File: src/rtl/sub_serial.sv
// Bit-serial N-bit subtractor: computes a - b LSB-first through one full-subtractor
// cell and a borrow flip-flop, with a start/busy/done handshake.
module sub_serial #(
  parameter int N = 8
) (
  input  logic         clk,
  input  logic         rst,
  input  logic         start,
  input  logic [N-1:0] a,
  input  logic [N-1:0] b,
  output logic         busy,
  output logic         done,
  output logic [N-1:0] diff,
  output logic         borrow
);

  localparam int CW = $clog2(N) + 1;

  typedef enum logic [1:0] {S_IDLE, S_SHIFT, S_DONE} state_t;

  state_t        state_reg;
  logic [N-1:0]  sa_reg;
  logic [N-1:0]  sb_reg;
  logic [N-1:0]  sd_reg;
  logic          bin_reg;
  logic [CW-1:0] cnt_reg;

  logic          d_bit;
  logic          bout;
  logic [N-1:0]  sd_next;

  // Full-subtractor cell fed by the operand LSBs and the registered borrow
  assign d_bit   = sa_reg[0] ^ sb_reg[0] ^ bin_reg;
  assign bout    = (~sa_reg[0] & sb_reg[0]) | (~(sa_reg[0] ^ sb_reg[0]) & bin_reg);
  assign sd_next = {d_bit, sd_reg[N-1:1]};

  always_ff @(posedge clk) begin
    if (rst) begin
      state_reg <= S_IDLE;
      sa_reg    <= '0;
      sb_reg    <= '0;
      sd_reg    <= '0;
      bin_reg   <= 1'b0;
      cnt_reg   <= '0;
      busy      <= 1'b0;
      done      <= 1'b0;
      diff      <= '0;
      borrow    <= 1'b0;
    end else begin
      case (state_reg)
        S_IDLE: begin
          done <= 1'b0;
          if (start) begin
            sa_reg    <= a;
            sb_reg    <= b;
            sd_reg    <= '0;
            bin_reg   <= 1'b0;
            cnt_reg   <= '0;
            busy      <= 1'b1;
            state_reg <= S_SHIFT;
          end
        end
        S_SHIFT: begin
          sd_reg  <= sd_next;
          sa_reg  <= sa_reg >> 1;
          sb_reg  <= sb_reg >> 1;
          bin_reg <= bout;
          cnt_reg <= cnt_reg + CW'(1);
          if (cnt_reg == CW'(N - 1)) begin
            diff      <= sd_next;
            borrow    <= bout;
            busy      <= 1'b0;
            done      <= 1'b1;
            state_reg <= S_DONE;
          end
        end
        S_DONE: begin
          done <= 1'b0;
          // A start in the done cycle chains straight into the next operation
          if (start) begin
            sa_reg    <= a;
            sb_reg    <= b;
            sd_reg    <= '0;
            bin_reg   <= 1'b0;
            cnt_reg   <= '0;
            busy      <= 1'b1;
            state_reg <= S_SHIFT;
          end else begin
            state_reg <= S_IDLE;
          end
        end
        default: state_reg <= S_IDLE;
      endcase
    end
  end

endmodule

File: config.mk
export PLATFORM = sky130hd
export DESIGN_NAME = sub_serial
export DESIGN_NICKNAME = d
export VERILOG_FILES = /design/src/rtl/sub_serial.sv
export SDC_FILE = /design/constraint.sdc
export NUM_CORES = 1
export LEC_CHECK = 0
export CAP_MARGIN = 10
export CORE_MARGIN = 1.5
export CORE_UTILIZATION = 37
export DETAILED_ROUTE_END_ITERATION = 12
export GPL_TIMING_DRIVEN = 1
export PLACE_DENSITY_LB_ADDON = 0.25
export SYNTH_ARGS = -nofsm -noshare
export SYNTH_HDL_FRONTEND = slang
export SYNTH_SLANG_ARGS = --single-unit
export TNS_END_PERCENT = 30
File: constraint.sdc
create_clock -name clk -period 1.9 [get_ports clk]
set_clock_uncertainty 0.1 [all_clocks]
set_input_delay 0.38 -clock clk [delete_from_list [all_inputs] [get_ports clk]]
set_output_delay 0.38 -clock clk [all_outputs]
set_load 0.05 [all_outputs]
==> flow_summary.toml <==
[route]
post_drt_wl_per_cell_um = 13.3
ant_nets = 0
routed_wl_um = 3840
drc_errors = 0
via_count = 1441
first_iter_violations = 104
viasPerCell = 4.99
dr.pass1.iters = 4

[cts]
ctsHoldBuffers = 0
cts-resized-gates = 0
cts.sinks = 41
worstSkewPairLatency_ns = 0.29
h-tree-depth = 2
cts_buffer_depth = 2
cts-root-buf = "clkbuf_8"
cts_inserted_buffers = 5
cts.clk_slew.worst_paths_ns = 0.07
post-cts-setup-buffer-count = 0
cts_tree = "done"

[floorplanning]
chipWidth_um = 74.8
die_y_um = 74.8
die-area_um2 = 5590
row_count = 25
start_util = 0.393
io_pins = 30
core_um2 = 4850

[finish]
areaGrowthSynthToFinish_pct = 20.1
fin_cells = 289
drive_above_1_share = 0.239
nets = 243
fin_util = 0.473
nFillCells = 477
antenna_cells = 0
fin_area_um2 = 2290

[sta]
slew_headroom = 0.726
worst_slew_pin_slew_ns = 0.411
fin_crit_sh = 0.828
finalSetupViolCount = 0
finalHoldViolCount = 0
drv_slew = 0
fin_setup_tns_ns = 0
fmax_ghz = 0.636
fin_crit_ns = 1.57
rsz0062_at_grt = "false"

[power]
max-vdd-ir-drop_mv = 0.396
p_leak_nw = 0.821
finalPower_w = 0.00181
cellPowerDensity_nw_per_um2 = 791

[worst_setup_path]
worstPathArrival_ns = 1.65
crit_family = "flip-flops"
crit_buf_inv = 1
r2r_start = "state_reg[0]$_SDFFE_PP0P_"
crit_chain = "and2b_1, buf_4, o2111ai_1, mux2i_1"
cpPeakStageDelay_ns = 0.56
reg2regPathDepth = 4
crit_path_start_kind = "flop"
rrSetupSlack_ns = 0.33
cp_max_fo = 20
critical_path.slowest_cell = "dfxtp_1"
startpoint = "state_reg[0]$_SDFFE_PP0P_"
crit_end = "cnt_reg[3]$_SDFFE_PP0P_"
cp-end-kind = "flop"
cp_num_cells = 4
crit_type = "reg2reg"
r2r-end = "cnt_reg[3]$_SDFFE_PP0P_"
required_ns = 1.98

[placement]
port_buffers = 29
globalplace.congestion = 0.730
placed_cell_area_um2 = 2200
place_hpwl_um = 2510
placed_cells = 282

[yosys]
synth_area_per_cell_um2 = 9.93
ys_ff_latch = 41
ys_seq_area_frac = 0.430
yosysWarningCount = 0
syn-instance-count = 192
synth_cell_types = 31
syn-cell-area_um2 = 1910
synth.net_count = 213

[grt]
grt_pass1_vias = 1375
grt_overflow = 0
antenna_found_initial = 0
grt_max_degree = 25
grt_pass1_wl_um = 6620
grt_usage = 0.158

[job]
max_cap_viol_count = 0

[min_path]
hp-class = "reg2reg"

[outcome]
status = "completed"
Yosys cell counts:
cell / instances / area, µm²
dfxtp_1: 41 / 821
a21oi_1: 21 / 105
nand3_1: 21 / 105
mux2i_1: 17 / 170
a211oi_2: 12 / 150
nor3_2: 11 / 110
nand2_1: 10 / 37.5
o21ai_0: 8 / 40.0
nor2_1: 6 / 22.5
buf_2: 5 / 25.0
nand2b_1: 5 / 31.3
buf_6: 4 / 45.0
a211oi_1: 3 / 22.5
buf_4: 3 / 22.5
clkbuf_1: 3 / 11.3
inv_1: 3 / 11.3
nor3_1: 3 / 15.0
buf_12: 2 / 40.0
o21a_1: 2 / 15.0
a21oi_2: 1 / 8.76
a311oi_1: 1 / 8.76
and2b_1: 1 / 7.51
and3b_1: 1 / 8.76
fa_1: 1 / 20.0
ha_1: 1 / 12.5
nand2_2: 1 / 6.26
nand3b_1: 1 / 7.51
nor2b_1: 1 / 6.26
o2111ai_1: 1 / 8.76
o21ai_1: 1 / 5.00
or3_1: 1 / 6.26
power breakdown:
group / internal (W) / leakage [nW] / total, W / switching, W
registers: 0.000904 / 0.335 / 0.000939 / 0.0000353
logic: 0.000147 / 0.442 / 0.000306 / 0.000160
clock network: 0.000288 / 0.0443 / 0.000566 / 0.000278
through the flow:
step / hold WS [ns] / worst slack, ns
floorplan: 0.344 / 0.625
global placement: 0.355 / 0.148
detailed placement: 0.357 / 0.144
CTS: 0.368 / 0.318
global route: 0.385 / 0.194
finish: 0.367 / 0.327
layout by cell type, fill, tap and decap left out, types with 2 or more instances in the layout:
cell / instances
clkbuf_8: 6
mux2i_1: 17
a211oi_2: 12
a211oi_1: 3
nand2b_1: 5
a21oi_1: 21
nand2_1: 10
nor2_1: 6
buf_4: 21
dfxtp_1: 41
clkdlybuf4s50_1: 18
nand3_1: 21
inv_1: 3
o21a_1: 2
nor3_1: 3
nor3_2: 11
o21ai_0: 8
cell type report:
| class | instances | area (µm²) | area share |
|---|---|---|---|
| flip-flops and latches | 41 | 821 | 0.358 |
| multi-input cells | 131 | 931 | 0.406 |
| inverters | 3 | 11.3 | 0.00492 |
| clock buffers | 7 | 86.3 | 0.0377 |
| repair buffers | 40 | 358 | 0.156 |
| well taps | 67 | 83.8 | 0.0366 |
layer usage:
| layer | global-route usage | vias to the layer above | share of wire |
|---|---|---|---|
| met5 | 0 | - | 0 |
| met4 | 0.0667 | 0 | 0.018 |
| met3 | 0.0455 | 4 | 0.035 |
| met2 | 0.240 | 26 | 0.45 |
| met1 | 0.210 | 662 | 0.50 |
| li1 | - | 749 | - |
worst min-delay path, delay by kind of cell, from the launching register on:
kind	cells	cell delay (ns)
flops	1	0.31
simple gates	1	0.06
compound gates	1	0.05
worst min-delay path by stage:
stage,start,end,slack (ns),cells after the start
floorplan,sd_reg[1]$_SDFFE_PP0P_,diff[0]$_SDFFE_PP0P_,0.34,2
global placement,bin_reg$_SDFFE_PP0P_,bin_reg$_SDFFE_PP0P_,0.35,2
detailed placement,done$_SDFFE_PP0P_,done$_SDFFE_PP0P_,0.36,2
CTS,done$_SDFFE_PP0P_,done$_SDFFE_PP0P_,0.37,2
global route,sd_reg[2]$_SDFFE_PP0P_,sd_reg[1]$_SDFFE_PP0P_,0.39,2
finish,done$_SDFFE_PP0P_,done$_SDFFE_PP0P_,0.37,2
cells by family after synthesis:
family                     share of synthesized area
AOI/OAI and AO/OA                              0.191
buffers and inverters                         0.0814
adders and majority gates                     0.0171
and+or+nand+nor                                0.191
DFF                                            0.430
muxes                                         0.0892
No activity file was read; power rests on OpenSTA's default activity.
